$ cat config.mk
export PLATFORM = sky130hd
export DESIGN_NAME = ssd_display_arbiter
export DESIGN_NICKNAME = d
export VERILOG_FILES = /design/src/rtl/ssd_pkg.sv /design/src/rtl/ssd_tick_gen.sv /design/src/rtl/ssd_display_arbiter.sv
export SDC_FILE = /design/constraint.sdc
export NUM_CORES = 1
export LEC_CHECK = 0
export CAP_MARGIN = 40
export CORE_MARGIN = 1.5
export CORE_UTILIZATION = 40
export CTS_BUF_LIST = sky130_fd_sc_hd__clkbuf_16
export CTS_CLUSTER_SIZE = 12
export DETAILED_ROUTE_END_ITERATION = 16
export PLACE_DENSITY = 0.7
export SYNTH_ARGS = -nofsm -noshare
export SYNTH_HDL_FRONTEND = slang
export SYNTH_SLANG_ARGS = --single-unit
$ cat constraint.sdc
create_clock -name clk -period 3.27 [get_ports clk]
set_input_delay 0.654 -clock clk [delete_from_list [all_inputs] [get_ports clk]]
set_output_delay 0.654 -clock clk [all_outputs]
set_load 0.05 [all_outputs]
$ cat src/rtl/ssd_pkg.sv
// Shared types and constants for the seven-segment display arbiter.
// Pure declarations; no latency, no backpressure.
package ssd_pkg;

  localparam int WIDTH = 16;

  localparam int REQ_ALARM_SET = 0;
  localparam int REQ_SNOOZE    = 1;
  localparam int REQ_TIME      = 2;

  typedef enum logic {
    ST_IDLE    = 1'b0,
    ST_GRANTED = 1'b1
  } state_e;

endpackage

$ cat src/rtl/ssd_tick_gen.sv
// One-cycle strobe every DIV cycles, free-running from reset; registered output.
// No backpressure: the strobe is never stalled.
module ssd_tick_gen #(
  parameter int DIV = 100_000
) (
  input  logic clk_i,
  input  logic rst_ni,
  output logic tick_o
);

  localparam int CW = (DIV > 1) ? $clog2(DIV + 1) : 1;

  logic [CW-1:0] cnt_q;
  logic          tick_q;

  always_ff @(posedge clk_i or negedge rst_ni) begin
    if (!rst_ni) begin
      cnt_q  <= '0;
      tick_q <= 1'b0;
    end else if (cnt_q == CW'(DIV - 1)) begin
      cnt_q  <= '0;
      tick_q <= 1'b1;
    end else begin
      cnt_q  <= cnt_q + 1'b1;
      tick_q <= 1'b0;
    end
  end

  assign tick_o = tick_q;

endmodule

$ cat src/rtl/ssd_display_arbiter.sv
// Fixed-priority display-word arbiter with minimum dwell and per-requester blink.
// All outputs registered, 1 clk from req/data sample; no backpressure on requesters.
module ssd_display_arbiter #(
  parameter int NREQ     = 3,
  parameter int WIDTH    = ssd_pkg::WIDTH,
  parameter int CLK_HZ   = 100_000_000,
  parameter int DWELL_MS = 500,
  parameter int BLINK_MS = 250
) (
  input  logic                  clk,
  input  logic                  rst,
  input  logic [NREQ-1:0]       req,
  input  logic [NREQ*WIDTH-1:0] data,
  input  logic [NREQ-1:0]       blink_en,
  output logic [NREQ-1:0]       gnt,
  output logic [WIDTH-1:0]      disp_data,
  output logic                  disp_blank
);

  import ssd_pkg::*;

  localparam int TICK_DIV = CLK_HZ / 1000;
  localparam int IW = (NREQ > 1) ? $clog2(NREQ) : 1;
  localparam int DW = (DWELL_MS > 0) ? $clog2(DWELL_MS + 1) : 1;
  localparam int BW = $clog2(BLINK_MS + 1);

  logic tick;

  ssd_tick_gen #(.DIV(TICK_DIV)) u_tick (
    .clk_i  (clk),
    .rst_ni (rst),
    .tick_o (tick)
  );

  state_e            state_q, state_d;
  logic [IW-1:0]     gidx_q, gidx_d;
  logic [DW-1:0]     dwell_q, dwell_d;
  logic [BW-1:0]     bcnt_q, bcnt_d;
  logic              phase_q, phase_d;
  logic [NREQ-1:0]   gnt_q, gnt_d;
  logic [WIDTH-1:0]  data_q, data_d;
  logic              blank_q, blank_d;
  logic [IW-1:0]     low_idx;
  logic              any_req;
  logic              change;

  always_comb begin
    any_req = |req;
    low_idx = '0;
    for (int i = NREQ - 1; i >= 0; i--) begin
      if (req[i]) low_idx = IW'(i);
    end

    state_d = state_q;
    gidx_d  = gidx_q;
    change  = 1'b0;
    case (state_q)
      ST_IDLE: begin
        if (any_req) begin
          state_d = ST_GRANTED;
          gidx_d  = low_idx;
          change  = 1'b1;
        end
      end
      default: begin
        // Losing the current request overrides the dwell hold.
        if (!req[gidx_q]) begin
          change = 1'b1;
          if (any_req) gidx_d = low_idx;
          else         state_d = ST_IDLE;
        end else if ((low_idx < gidx_q) && (dwell_q == '0)) begin
          gidx_d = low_idx;
          change = 1'b1;
        end
      end
    endcase

    dwell_d = dwell_q;
    bcnt_d  = bcnt_q;
    phase_d = phase_q;
    if (change) begin
      dwell_d = DW'(DWELL_MS);
      bcnt_d  = '0;
      phase_d = 1'b0;
    end else if (tick) begin
      if (dwell_q != '0) dwell_d = dwell_q - 1'b1;
      if (bcnt_q == BW'(BLINK_MS - 1)) begin
        bcnt_d  = '0;
        phase_d = ~phase_q;
      end else begin
        bcnt_d = bcnt_q + 1'b1;
      end
    end

    gnt_d   = '0;
    data_d  = '0;
    blank_d = 1'b1;
    if (state_d == ST_GRANTED) begin
      gnt_d[gidx_d] = 1'b1;
      data_d        = data[int'(gidx_d)*WIDTH +: WIDTH];
      blank_d       = blink_en[gidx_d] & phase_d;
    end
  end

  always_ff @(posedge clk or negedge rst) begin
    if (!rst) begin
      state_q <= ST_IDLE;
      gidx_q  <= '0;
      dwell_q <= '0;
      bcnt_q  <= '0;
      phase_q <= 1'b0;
      gnt_q   <= '0;
      data_q  <= '0;
      blank_q <= 1'b1;
    end else begin
      state_q <= state_d;
      gidx_q  <= gidx_d;
      dwell_q <= dwell_d;
      bcnt_q  <= bcnt_d;
      phase_q <= phase_d;
      gnt_q   <= gnt_d;
      data_q  <= data_d;
      blank_q <= blank_d;
    end
  end

  assign gnt        = gnt_q;
  assign disp_data  = data_q;
  assign disp_blank = blank_q;

endmodule
-- Word-level counts from Yosys, hierarchy flattened
Cells that the tools add are included.
- output and inout bits: 20
- register bits: 59
- logic and storage cells: 63
- bits of input ports: 56
- equal/unequal tests: 2
- muxes and demuxes: 33
- shift-type cells: 1
- reductions and logical operators: 8
- bitwise logic cells: 2
- $add $sub $neg: 3
- $lt $le $gt $ge: 4
- operator list (kind ; count):
    $shiftx 48x7->16 ; 1
    $mux 9 ; 3
    $mux 8 ; 3
    $add 17x1->17 const B ; 1
    $eq 17x17->1 const B ; 1
    $mux 17 ; 1
    $mux 16 ; 1
    $mux 1 ; 14
    $mux 2 ; 7
    $logic_not 9->1 ; 1
    $reduce_bool 9->1 ; 1
    $sub 9x1->9 const B ; 1
    $add 8x1->8 const B ; 1
    $eq 8x8->1 const B ; 1
    $lt 2x3->1 const B ; 2
    $bmux 1 s2 ; 2
    $reduce_bool 2->1 ; 2
    $mux 3 ; 1
    $reduce_or 3->1 ; 1
    $demux 1 s2 ; 1
    $ge 2x1->1 const B ; 1
    $logic_and 1x1->1 ; 2
    $lt 2x2->1 ; 1
    $reduce_and 2->1 ; 1
    other kinds (2) ; 2

-- Longest topological paths before layout
- depth in word-level cells: 13
- mapped depth: 10
- depth with buffers taken out: 8

-- By module
From an unflattened synthesis, not the netlist that was laid out.
- cells, all modules: 278
- area, all modules: 2947.8 um^2
- modules (own cells, without submodules) (module ; seq. area each (um^2) ; cells each ; area an instance (um^2) ; instances):
    ssd_display_arbiter ; 1027.2 ; 203 ; 2129.5 ; 1
    ssd_tick_gen ; 450.4 ; 75 ; 818.3 ; 1

-- Worst setup path after synthesis
No wires, ideal clock.
- kind: input-to-reg
- from: input port req[2]
- to: register data_q[11], in the netlist disp_data[11]
- stages: 10
- path buffers: 2
- arrival time: 2.298 ns
- path slack: 0.850 ns
- cell sequence: inv_1 nor3_1 ha_1 a21boi_1 nor3_1 o32a_2 and3_1 buf_6 buf_12 o2bb2ai_2
- longest elaborated chain between the ends: 10
- elaborated cells on any way between the ends: 17
- ends and longest elaborated chain (element ; RTL line ; text):
    from (decl) ; ssd_display_arbiter.sv:12 ; input logic [NREQ-1:0] req,
    $mux 2 (3 in series) ; ssd_display_arbiter.sv:51 ; if (req[i]) low_idx = IW'(i);
    $lt 2x2->1 ; ssd_display_arbiter.sv:71 ; end else if ((low_idx < gidx_q) && (dwell_q == '0)) begin
    $logic_and 1x1->1 ; ssd_display_arbiter.sv:71 ;
    $mux 2 ; ssd_display_arbiter.sv:71 ;
    $mux 2 ; ssd_display_arbiter.sv:67 ; if (!req[gidx_q]) begin
    $mux 2 * ; ssd_display_arbiter.sv:57 ; case (state_q)
    named net gidx_d[1] ; ssd_display_arbiter.sv:36 ; logic [IW-1:0] gidx_q, gidx_d;
    $shiftx 48x7->16 * ; ssd_display_arbiter.sv:100 ; data_d = data[int'(gidx_d)*WIDTH +: WIDTH];
    $mux 16 * ; ssd_display_arbiter.sv:98 ; if (state_d == ST_GRANTED) begin
    named net data_d[11] ; ssd_display_arbiter.sv:41 ; logic [WIDTH-1:0] data_q, data_d;
    to (signal assigned) ; ssd_display_arbiter.sv:122 ; data_q <= data_d;
    to (decl) ; ssd_display_arbiter.sv:41 ;
The timed path passes the listed nets; every way through them passes the cells marked *. The select of a mux whose other input is x is not followed.
A chain may end at the register's enable or synchronous reset.

-- Worst setup path in the final report
- from: input port req[2]
- to: register data_q[15], in the netlist disp_data[15]
The elaborated chain is that of the path after synthesis.

==> reports/metrics.yaml <==
htreeDepth: 3
switching_share_pct: 30.39
cts_tree: "done"
clkTransAtPathRegs_ns: 0.05
track_usage_pct: 17.37
cts-root-buf: "clkbuf_16"
clk_path_buf_depth: 2
cts_buffers: 9
cts_resized: 0
seq_area_mm2: 0.001478
synthFlopType: "dfrtp_1"
fmax_ghz: 0.3376
ys_types: 53
seq_area_frac_synth_pct: 48.84
internal_power_mw: 1.602
skew_ns: 0.006733
ios: 76
wl_mm: 6.720
async_flop_share_pct: 100.0
synth.area.top_cells: "dfrtp_1 (48%), mux2i_1 (5.6%), o2bb2ai_2 (4.5%)"
syn_inst: 274
synth_top_area_cell: "dfrtp_1"
num_vias: 2386
layout_commonest_cell: "clkdlybuf4s50_1"
crit_chain: "clkdlybuf4s50_1, inv_1, nor3_1, ha_1, a21boi_1, o21a_1, o32a_2, and3_1, o2bb2ai_1"
clock_latency_ns: 0.32
p_comb_share_pct: 26.3
synth_fp_nets: 336
outcome: "complete, no violations"
grt_pass1_wl_mm: 11.15
crit_type: "in -> reg"
arrival_ns: 3.21
hold_class: "in -> async"
die_h_um: 89.97
critPathCaptureType: "register"
start_kind: "input pin"
final_hold_viol_count: 0
pwr-share-clk_pct: 38.5
ir_drop_v: 0.0002417
fin_crit_ns: 2.962
multi_input_area_mm2: 0.001443
rsz0062_at_grt: "no"
worst_pin_slew_ns: 0.7112
drc: 0
synth_edf_count: 0
place.gp.congestion: 0.8313
wl_per_cell_um: 14.36
io_buffers: 75
overflow: 0
first_pass_iters: 4
slowest_stage: "and3_1"
initial_core_util_pct: 41.49
crit_required_ns: 3.51
yosysTopAreaCellShare_pct: 47.97
core_area_mm2: 0.007292
fin_crit_sh_pct: 90.59
die_x_um: 89.97
dp_hpwl_mm: 5.060
antenna_found_initial: 0
maxCapViolCount: 0
powerDensity_mw_per_mm2: 549.5
finalMaxSlewViolations: 0
drt_iter0_drc: 108
post-cts-setup-buffers: 0
cp_top_family: "compound AO/OA/AOI/OAI gates"
nFillCells: 653
holdBufCountCts: 0
cp_num_buf_inv: 2
layout.nets: 426
via_per_inst: 5.098
antenna_cells: 0
critPathMaxFanout: 15
dieArea_mm2: 0.008095
antenna_left: 0
netlist_area_mm2: 0.003025
synth_seq_cells: 59
synth_warnings: 0
layoutNonFillerInstCount: 468
grt_start_max_net_pins: 25
leakagePower_nw: 1.814
setup_viol: 0
slew_headroom_pct: 52.58
syn_to_final_growth_pct: 38.42
drive_above_1_share_pct: 12.74
cts_sinks: 59
p_switching_mw: 0.6994
grt_pass1_vias: 2445
seqPwrFrac_pct: 35.2
placed_cells: 452
holdWs_ns: 0.2652
cpPeakStageDelay_ns: 0.64
finalSetupTns_ns: 0
num_rows: 31
layout_common_cells: "clkdlybuf4s50_1 (74), dfrtp_1 (58), nor2_1 (28)"
synth.avg_cell_area_um2: 11.04
-- flip-flops by register name, summed over array words and instances, names as in the netlist --
| name | flops |
|---|---|
| disp_data | 16 |
| state_q | 1 |
| phase_q | 1 |
| disp_blank | 1 |
| gidx_q | 2 |
| u_tick.tick_o | 1 |
| u_tick.cnt_q | 17 |
| bcnt_q | 8 |
| dwell_q | 9 |
| gnt | 3 |
-- synth_stat cells, types with 3 or more instances --
| cell type | number |
|---|---|
| nand4_1 | 4 |
| ha_1 | 6 |
| inv_1 | 10 |
| xor2_1 | 13 |
| and3_1 | 7 |
| o2bb2ai_1 | 5 |
| dfrtp_1 | 58 |
| or3_1 | 3 |
| o2bb2ai_2 | 9 |
| o31ai_1 | 3 |
| nor3_1 | 8 |
| nor2_1 | 28 |
| mux2i_1 | 17 |
| o21ai_1 | 5 |
| nand2b_1 | 4 |
| xnor2_1 | 11 |
| o21ai_0 | 5 |
| a21oi_1 | 7 |
| nand3_1 | 13 |
| nand2_1 | 16 |
-- stage by stage --
stage | util [%] | cell area [um2] | total power [mW] | worst slack [ns]
2_1_floorplan | - | 3025 | 1.207 | 0.8501
5_1_grt | 57.43 | 4188 | 2.386 | 0.1263
6_report | 57.43 | 4188 | 2.301 | 0.3078
4_1_cts | 57.43 | 4188 | 2.321 | 0.3314
3_3_place_gp | 53.41 | 3895 | 1.419 | 0.1032
3_5_place_dp | 53.52 | 3902 | 1.428 | 0.003160
-- power groups by stage --
stage	registers (mW)	logic (mW)	clock network [mW]
2_1_floorplan	1.01	0.198	0
3_3_place_gp	0.820	0.599	0
3_5_place_dp	0.821	0.606	0
4_1_cts	0.810	0.610	0.901
5_1_grt	0.814	0.640	0.932
6_report	0.810	0.606	0.885
-- kinds of logic (layout without fill, tap and decap cells) --
group	count (synthesis)	in the layout	share of synthesized area (%)
AOI/OAI and AO/OA	49	49	13.90
xor gates and xnor gates	24	24	6.948
adders and majority gates	6	6	2.481
buffers and inverters	16	111	3.474
DFF	59	59	48.84
muxes	18	18	5.997
and+or+nand+nor	102	102	18.36
-- routing by layer --
metal | vias to the layer above | share of wire [%] | GRT usage, %
met5 | - | 0 | 0
met4 | 0 | 1.9 | 7.540
met3 | 11 | 6.5 | 6.261
met2 | 73 | 49 | 28.75
met1 | 1140 | 43 | 20.28
li1 | 1162 | - | -
-- layout make-up --
class / instances / area share, %
Timing Repair Buffer: 85 / 19.60
Sequential cell: 59 / 35.29
Clock inverter: 7 / 1.434
Multi-Input combinational cell: 199 / 34.45
Inverter: 10 / 0.8963
Clock buffer: 9 / 5.378
Tap cell: 99 / 2.958
-- worst paths after layout --
path | cells after the start | end | start | slack, ns
min in group clk | 1 | u_tick.cnt_q[4] | u_tick.cnt_q[4] | 0.47
max in group asynchronous | 2 | disp_data[9] | rst | 2.34
min reg2reg | 1 | u_tick.cnt_q[4] | u_tick.cnt_q[4] | 0.47
max reg2reg | 8 | disp_data[15] | dwell_q[0] | 0.77
min | 1 | dwell_q[2] | rst | 0.27
max | 9 | disp_data[15] | req[2] | 0.31
Power figures use the tool's default switching activity.
